--- src/rtl/seg7_scan_display.sv ---
// Eight-digit multiplexed 7-segment driver with hex capture; defining SEG_BCD_EN
// replaces hex capture with a sequential double-dabble binary-to-decimal conversion.
module seg7_scan_display #(
  parameter int unsigned SCAN_DIV = 50000
) (
  input  logic        clk,
  input  logic        reset,
  input  logic [31:0] data_in,
  input  logic        load,
  output logic        busy,
  output logic [7:0]  seg,
  output logic [7:0]  an
);

  localparam int unsigned PRESC_W = 20;
  localparam int unsigned NDIG    = 8;
  localparam int unsigned BCD_W   = 40;

  function automatic logic [7:0] hex7(input logic [3:0] d);
    logic [7:0] s;
    case (d)
      4'h0: s = 8'hC0;  4'h1: s = 8'hF9;  4'h2: s = 8'hA4;  4'h3: s = 8'hB0;
      4'h4: s = 8'h99;  4'h5: s = 8'h92;  4'h6: s = 8'h82;  4'h7: s = 8'hF8;
      4'h8: s = 8'h80;  4'h9: s = 8'h90;  4'hA: s = 8'h88;  4'hB: s = 8'h83;
      4'hC: s = 8'hC6;  4'hD: s = 8'hA1;  4'hE: s = 8'h86;  default: s = 8'h8E;
    endcase
    return s;
  endfunction

  logic [PRESC_W-1:0]    r_presc;
  logic [2:0]            r_idx;
  logic [NDIG-1:0][3:0]  r_digits;
  logic                  r_dash;
  logic [7:0]            r_seg;
  logic [7:0]            r_an;

  logic                  w_wrap;
  logic [2:0]            w_idx_nxt;
  logic                  w_upd;
  logic [31:0]           w_new_digits;
  logic                  w_new_dash;
  logic [NDIG-1:0][3:0]  w_digits_nxt;
  logic                  w_dash_nxt;
  logic [7:0]            w_seg_nxt;
  logic [7:0]            w_an_nxt;

`ifdef SEG_BCD_EN
  typedef enum logic [1:0] {S_IDLE, S_SHIFT, S_DONE} state_t;

  state_t                  r_state;
  logic [31:0]             r_bin;
  logic [BCD_W-1:0]        r_bcd;
  logic [4:0]              r_cnt;
  logic                    r_busy;
  logic [BCD_W-1:0]        w_bcd_adj;
  logic [BCD_W+32-1:0]     w_shift;

  function automatic logic [BCD_W-1:0] dd_adjust(input logic [BCD_W-1:0] b);
    logic [BCD_W-1:0] r;
    r = b;
    for (int i = 0; i < 10; i++) begin
      if (r[4*i +: 4] >= 4'd5) r[4*i +: 4] = r[4*i +: 4] + 4'd3;
    end
    return r;
  endfunction

  // One double-dabble step: add-3 correction, then shift the next binary bit in
  always_comb begin
    w_bcd_adj = dd_adjust(r_bcd);
    w_shift   = {w_bcd_adj, r_bin} << 1;
  end

  always_ff @(posedge clk or negedge reset) begin
    if (!reset) begin
      r_state <= S_IDLE;
      r_bin   <= '0;
      r_bcd   <= '0;
      r_cnt   <= '0;
      r_busy  <= 1'b0;
    end else begin
      case (r_state)
        S_IDLE: begin
          if (load) begin
            r_bin   <= data_in;
            r_bcd   <= '0;
            r_cnt   <= '0;
            r_busy  <= 1'b1;
            r_state <= S_SHIFT;
          end
        end
        S_SHIFT: begin
          r_bcd <= w_shift[BCD_W+32-1:32];
          r_bin <= w_shift[31:0];
          r_cnt <= r_cnt + 5'd1;
          if (r_cnt == 5'd31) r_state <= S_DONE;
        end
        S_DONE: begin
          r_busy  <= 1'b0;
          r_state <= S_IDLE;
        end
        default: r_state <= S_IDLE;
      endcase
    end
  end

  // Results above eight decimal digits cannot be shown, so the whole display dashes
  always_comb begin
    w_upd        = (r_state == S_DONE);
    w_new_digits = r_bcd[31:0];
    w_new_dash   = |r_bcd[BCD_W-1:32];
  end

  assign busy = r_busy;
`else
  always_comb begin
    w_upd        = load;
    w_new_digits = data_in;
    w_new_dash   = 1'b0;
  end

  assign busy = 1'b0;
`endif

  // seg/an are registered from next-state values so they always match index and digits
  always_comb begin
    w_wrap       = (r_presc == PRESC_W'(SCAN_DIV - 1));
    w_idx_nxt    = w_wrap ? r_idx + 3'd1 : r_idx;
    w_digits_nxt = r_digits;
    w_dash_nxt   = r_dash;
    if (w_upd) begin
      w_digits_nxt = w_new_digits;
      w_dash_nxt   = w_new_dash;
    end
    w_seg_nxt = w_dash_nxt ? 8'hBF : hex7(w_digits_nxt[w_idx_nxt]);
    w_an_nxt  = ~(8'h01 << w_idx_nxt);
  end

  always_ff @(posedge clk or negedge reset) begin
    if (!reset) begin
      r_presc  <= '0;
      r_idx    <= '0;
      r_digits <= '0;
      r_dash   <= 1'b0;
      r_seg    <= 8'hC0;
      r_an     <= 8'hFE;
    end else begin
      r_presc  <= w_wrap ? '0 : r_presc + PRESC_W'(1);
      r_idx    <= w_idx_nxt;
      r_digits <= w_digits_nxt;
      r_dash   <= w_dash_nxt;
      r_seg    <= w_seg_nxt;
      r_an     <= w_an_nxt;
    end
  end

  assign seg = r_seg;
  assign an  = r_an;

endmodule
--- config.mk ---
export PLATFORM = sky130hd
export DESIGN_NAME = seg7_scan_display
export DESIGN_NICKNAME = d
export VERILOG_FILES = /design/src/rtl/seg7_scan_display.sv
export SDC_FILE = /design/constraint.sdc
export NUM_CORES = 1
export LEC_CHECK = 0
export BUFFER_PORTS_ARGS = -buffer_cell sky130_fd_sc_hd__buf_4
export CAP_MARGIN = 0
export CORE_MARGIN = 2
export CORE_UTILIZATION = 60
export CTS_BUF_LIST = sky130_fd_sc_hd__clkbuf_2 sky130_fd_sc_hd__clkbuf_4 sky130_fd_sc_hd__clkbuf_8
export DETAILED_ROUTE_END_ITERATION = 8
export PLACE_DENSITY = 0.83
export SETUP_SLACK_MARGIN = 0.15
export SLEW_MARGIN = 20
export SYNTH_ARGS = -nofsm -noshare
export SYNTH_HDL_FRONTEND = slang
export SYNTH_SLANG_ARGS = --single-unit
--- constraint.sdc ---
create_clock -name clk -period 6.3 [get_ports clk]
set_clock_uncertainty 0.1 [all_clocks]
set_input_delay 0.63 -clock clk [delete_from_list [all_inputs] [get_ports clk]]
set_output_delay 0.63 -clock clk [all_outputs]
set_load 0.02 [all_outputs]
# After elaboration in Yosys (flattened, before gate mapping)
# Memory sizes are Yosys's and may differ from the RTL's.
# Index checks and enable logic that the tools add are counted.
[totals]
memories = 1
register_bits = 72
latchBits = 0
out_inout_bits = 17
romBits = 112
ram_bits = 0
[memory_table]
columns = ["name", "depth", "width", "read_ports", "rd_ports_with_merged_regs", "write_ports", "line_no", "rtl"]
rows = [
  ["(name not given)", 16, 7, 1, 0, 0, "21", "case (d)"],
]
[classes]
n_bitwise = 1
order_cmp = 1
reduce_logical = 0
multipliers = 0
mux = 7
n_eq_ne = 1
n_div = 0
n_shift = 1
addsub = 2
[ops]
columns = ["op", "count"]
rows = [
  ["$mux W32", 1],
  ["$add A20 B1 Y20 const B", 1],
  ["$eq A20 B16 Y1 const B", 1],
  ["$mux W20", 1],
  ["$bmux W4 S3", 1],
  ["$mux W8", 1],
  ["$not A8 Y8", 1],
  ["$shl A1 B3 Y8 const A", 1],
  ["$lt A3 B4 Y1 const B", 1],
  ["$mux W4", 1],
  ["$add A3 B1 Y3 const B", 1],
  ["$mux W3", 1],
  ["$mux W1", 1],
]

# Depth between registers and ports, before layout
# An unclocked memory read counts as a cell.
[depth]
word_depth = 6
ltp_mapped = 14

# Least setup slack after synthesis
# Ideal clock, no wire load.
[synth_timing]
path_type = "input port to flip-flop"
start = "in load"
end = "reg r_seg[3] (netlist: seg[3])"
slack_ns = 2.533
n_path_buf = 3
required_ns = 6.076
setup_ns = 0.124
arrival_ns = 3.543
cell_stages = 11
path_cell_list = "buf_2 > buf_2 > buf_1 > mux2_2 > mux4_2 > mux2i_1 > a31o_2 > inv_1 > ha_1 > mux4_2 > or2_1"
[synth_rtl]
columns = ["item", "line_no", "rtl"]
rows = [
  ["start, declared", "9", "input logic load,"],
  ["end signal, assigned", "151", "r_seg <= w_seg_nxt;"],
  ["end, declared", "34", "logic [7:0] r_seg;"],
]

# Worst setup path after layout
[layout_timing]
start = "reg r_presc[4]"
end = "reg r_seg[3] (netlist: seg[3])"
[layout_between]
elab_chain_len = 6
[layout_rtl]
columns = ["item", "line_no", "rtl"]
rows = [
  ["start, declared", "30", "logic [PRESC_W-1:0] r_presc;"],
  ["start signal, assigned", "147", "r_presc <= w_wrap ? '0 : r_presc + PRESC_W'(1);"],
  ["$eq A20 B16 Y1", "126", "w_wrap = (r_presc == PRESC_W'(SCAN_DIV - 1));"],
  ["$mux W3", "127", "w_idx_nxt = w_wrap ? r_idx + 3'd1 : r_idx;"],
  ["$bmux W4 S3", "134", "w_seg_nxt = w_dash_nxt ? 8'hBF : hex7(w_digits_nxt[w_idx_nxt]);"],
  ["$mux W4 (not written as such)", "134", ""],
  ["$mem_v2 Z16 W7", "--", ""],
  ["$mux W8", "134", ""],
  ["via w_seg_nxt[3]", "44", "logic [7:0] w_seg_nxt;"],
]
# The timed path passes the listed nets, and every way through them passes these cells. The select of a mux whose other input is x is not followed.

==> impl_metrics.yaml <==
outcome:
  status: "complete, no violations"
drt:
  drt_iter0_markers: 142
  vias_per_cell: 5.783
  drc_errors: 0
  wl_um: 7432
  via_count: 2608
  ant_nets: 0
  wl_per_cell_um: 16.48
  first_pass_iters: 4
timing:
  setup_violations: 0
  worstMarginPinSlew_ns: 0.8731
  worst_slack_ns: 2.290
  setup-tns-final_ns: 0
  fin_crit_sh_pct: 63.65
  finalHoldViolCount: 0
  rsz0062_at_grt: "no"
  maxSlewHeadroom_pct: 41.79
  period_needed_ns: 4.010
  fmax_mhz: 249.4
  slew_violations: 0
floorplan:
  die_area_um2: 6929
  core_area_um2: 5991
  num_rows: 28
  die_w_um: 83.24
  initial_core_util_pct: 62.89
  fp.dieH_um: 83.24
  ios: 52
clock_network:
  cts_tree: "yes"
  cts_max_path_buffers: 2
  clock_sinks: 71
  path_clk_slew_ns: 0.08
  cts_root_buf: "clkbuf_8"
  ctsResizeCount: 0
  clk_latency_ns: 0.35
  post_cts_buffers: 0
  htreeDepth: 3
  hold_buffers: 0
  cts_made_buffers: 9
synthesis:
  async_flop_share_pct: 100.0
  synth.yosys.seq_area_share_pct: 47.43
  synth.distinct_cells: 59
  synth_fp_nets: 369
  yosys.area.top_type_share_pct: 41.85
  syn_inst: 325
  synth_edf_count: 0
  synthTopCellsByArea: "dfrtp_1 (42%), mux2_2 (9.0%), dfstp_2 (5.6%), mux2i_1 (4.8%), mux4_2 (4.2%)"
  ys_ff_latch: 71
  synth-main-ff-cell: "dfrtp_1"
  yosysTopAreaCell: "dfrtp_1"
  synthesis.area_um2: 3767
  yosys_warnings: 0
  syn_area_per_cell_um2: 11.59
finish:
  fin_nets: 415
  nFillCells: 433
  layout.cells.non_filler: 451
  final_util_pct: 73.04
  drive_gt1_share_pct: 34.04
  multi_input_area_um2: 1846
  area_delta_synth_final_pct: 16.14
  antenna_cells: 0
  ff_latch_area_um2: 1787
power_and_ir_drop:
  intPower_w: 0.0007710
  pwr-share-seq_pct: 48.2
  total_leakage_power_nw: 1.964
  p_per_area_nw_per_um2: 233.7
  pwr-share-clk_pct: 37.5
  ir_worst_vdd_uv: 169.9
  swShare_pct: 24.60
  switchingPower_w: 0.0002515
  combinationalPowerShare_pct: 14.4
critical_path:
  critPathLaunchType: "flop"
  critPathMaxFanout: 11
  setup.worst_path.class: "reg2reg"
  crit_required_ns: 6.44
  end_kind: "flop"
  r2r_cells: 11
  cp.arrival_ns: 4.15
placement:
  portBuffers: 49
  place_ws_ns: 2.334
  gp_congestion: 0.8584
  dp_hpwl_um: 5350
  dp.cells: 435
global_routing:
  grt.overflow.total: 0
  antenna_found_initial: 0
  grt_pass1_wl_um: 12850
  track_usage_pct: 23.47
  grt_max_degree: 72
  grt_pass1_vias: 2676
worst_hold_path:
  hp-class: "in2async"
run:
  maxCapViolCount: 0
-- stage by stage --
step	hold WS [ns]	power [W]	area, um2
final	0.2925	0.001023	4375
after global routing	0.3703	0.001064	4375
after CTS	0.3220	0.001030	4375
after detailed placement	0.3537	0.0006478	4158
after global placement	0.3507	0.0006413	4158
after floorplan	0.2344	0.0005914	3767
-- critical path: stages (launching register included) --
cell	delay, ns
dfrtp_1	0.41
or4b_4	0.56
nor4_4	0.45
and4_1	0.47
nor2_8	0.07
inv_2	0.17
mux2_4	0.33
a22oi_4	0.27
inv_1	0.14
ha_1	0.25
mux4_2	0.46
or2_1	0.21
-- cell usage after synthesis, types with 2 or more instances --
cell type  count
or3_1          3
mux2i_1       18
dfrtp_1       63
nor2_1        19
o221a_2        2
dfstp_2        8
and2_1         4
nor4_1         2
mux4_2         7
o21ai_0       12
inv_1         14
and3_1         4
or4_1          2
buf_4          3
nand3_1        9
o21ai_1        2
o31ai_1        2
or2_2          2
and4_1         2
a211oi_1       2
nand2_1       28
a21oi_1        5
buf_1          2
mux2_2        30
a31oi_1        2
nor2_8         2
clkbuf_1       6
nor3_1         5
buf_2          3
nor2b_1        2
xnor2_1        8
a22oi_1        4
xor2_1        10
conb_1         2
o22a_1         2
ha_1           9
nand4_1        3
-- path summary, 6_finish.rpt --
check                                      start                      to  slack (ns)
max in group asynchronous                  reset   r_presc[13]$_DFF_PN0_        5.24
min in group clk           r_presc[19]$_DFF_PN0_   r_presc[19]$_DFF_PN0_        0.36
min reg2reg                r_presc[19]$_DFF_PN0_   r_presc[19]$_DFF_PN0_        0.36
max                         r_presc[4]$_DFF_PN0_        seg[3]$_DFF_PN0_        2.29
min                                        reset  r_digits[14]$_DFF_PN0_        0.29
max reg2reg                 r_presc[4]$_DFF_PN0_        seg[3]$_DFF_PN0_        2.29
-- power groups by stage --
stage	registers (W)	clock network [W]	logic (W)
finish	0.000492	0.000383	0.000147
global route	0.000496	0.000407	0.000161
CTS	0.000493	0.000390	0.000148
detailed placement	0.000502	0	0.000146
global placement	0.000499	0	0.000142
floorplan	0.000509	0	0.0000821
-- registers in the layout (all words and copies together), names as in the netlist --
register and flops:
r_idx 3, r_presc 20, r_dash 1, seg 7
an 8, r_digits 32
-- layer usage --
layer | part of all wire, % | track usage [%]
met1 | 44 | 31.02
met2 | 48 | 38.12
met3 | 4.8 | 4.175
met4 | 2.7 | 10.43
met5 | 0 | 0
-- final cells by class --
type | instances | share of cell area, %
Clock buffer | 12 | 3.775
Sequential cell | 71 | 40.83
Timing Repair Buffer | 50 | 8.579
Tap cell | 75 | 2.145
Clock inverter | 4 | 1.201
Multi-Input combinational cell | 224 | 42.18
Inverter | 15 | 1.287
-- cell families after synthesis --
group | Yosys count | synth area share (%)
buf+inv | 30 | 3.587
flops | 71 | 47.43
mux | 57 | 18.63
other cells | 2 | 0.1993
fa+ha+maj | 9 | 2.989
simple gates | 94 | 13.95
xor+xnor | 18 | 4.185
compound gates | 44 | 9.034
-- layout by cell type (no fill, tap or decap), types with 10 or more instances in the layout --
master / count
dfrtp_1: 63
buf_4: 50
mux2_2: 30
nand2_1: 28
nor2_1: 19
mux2i_1: 18
inv_1: 14
o21ai_0: 12
clkbuf_8: 12
xor2_1: 10
Power figures use the tool's default switching activity.
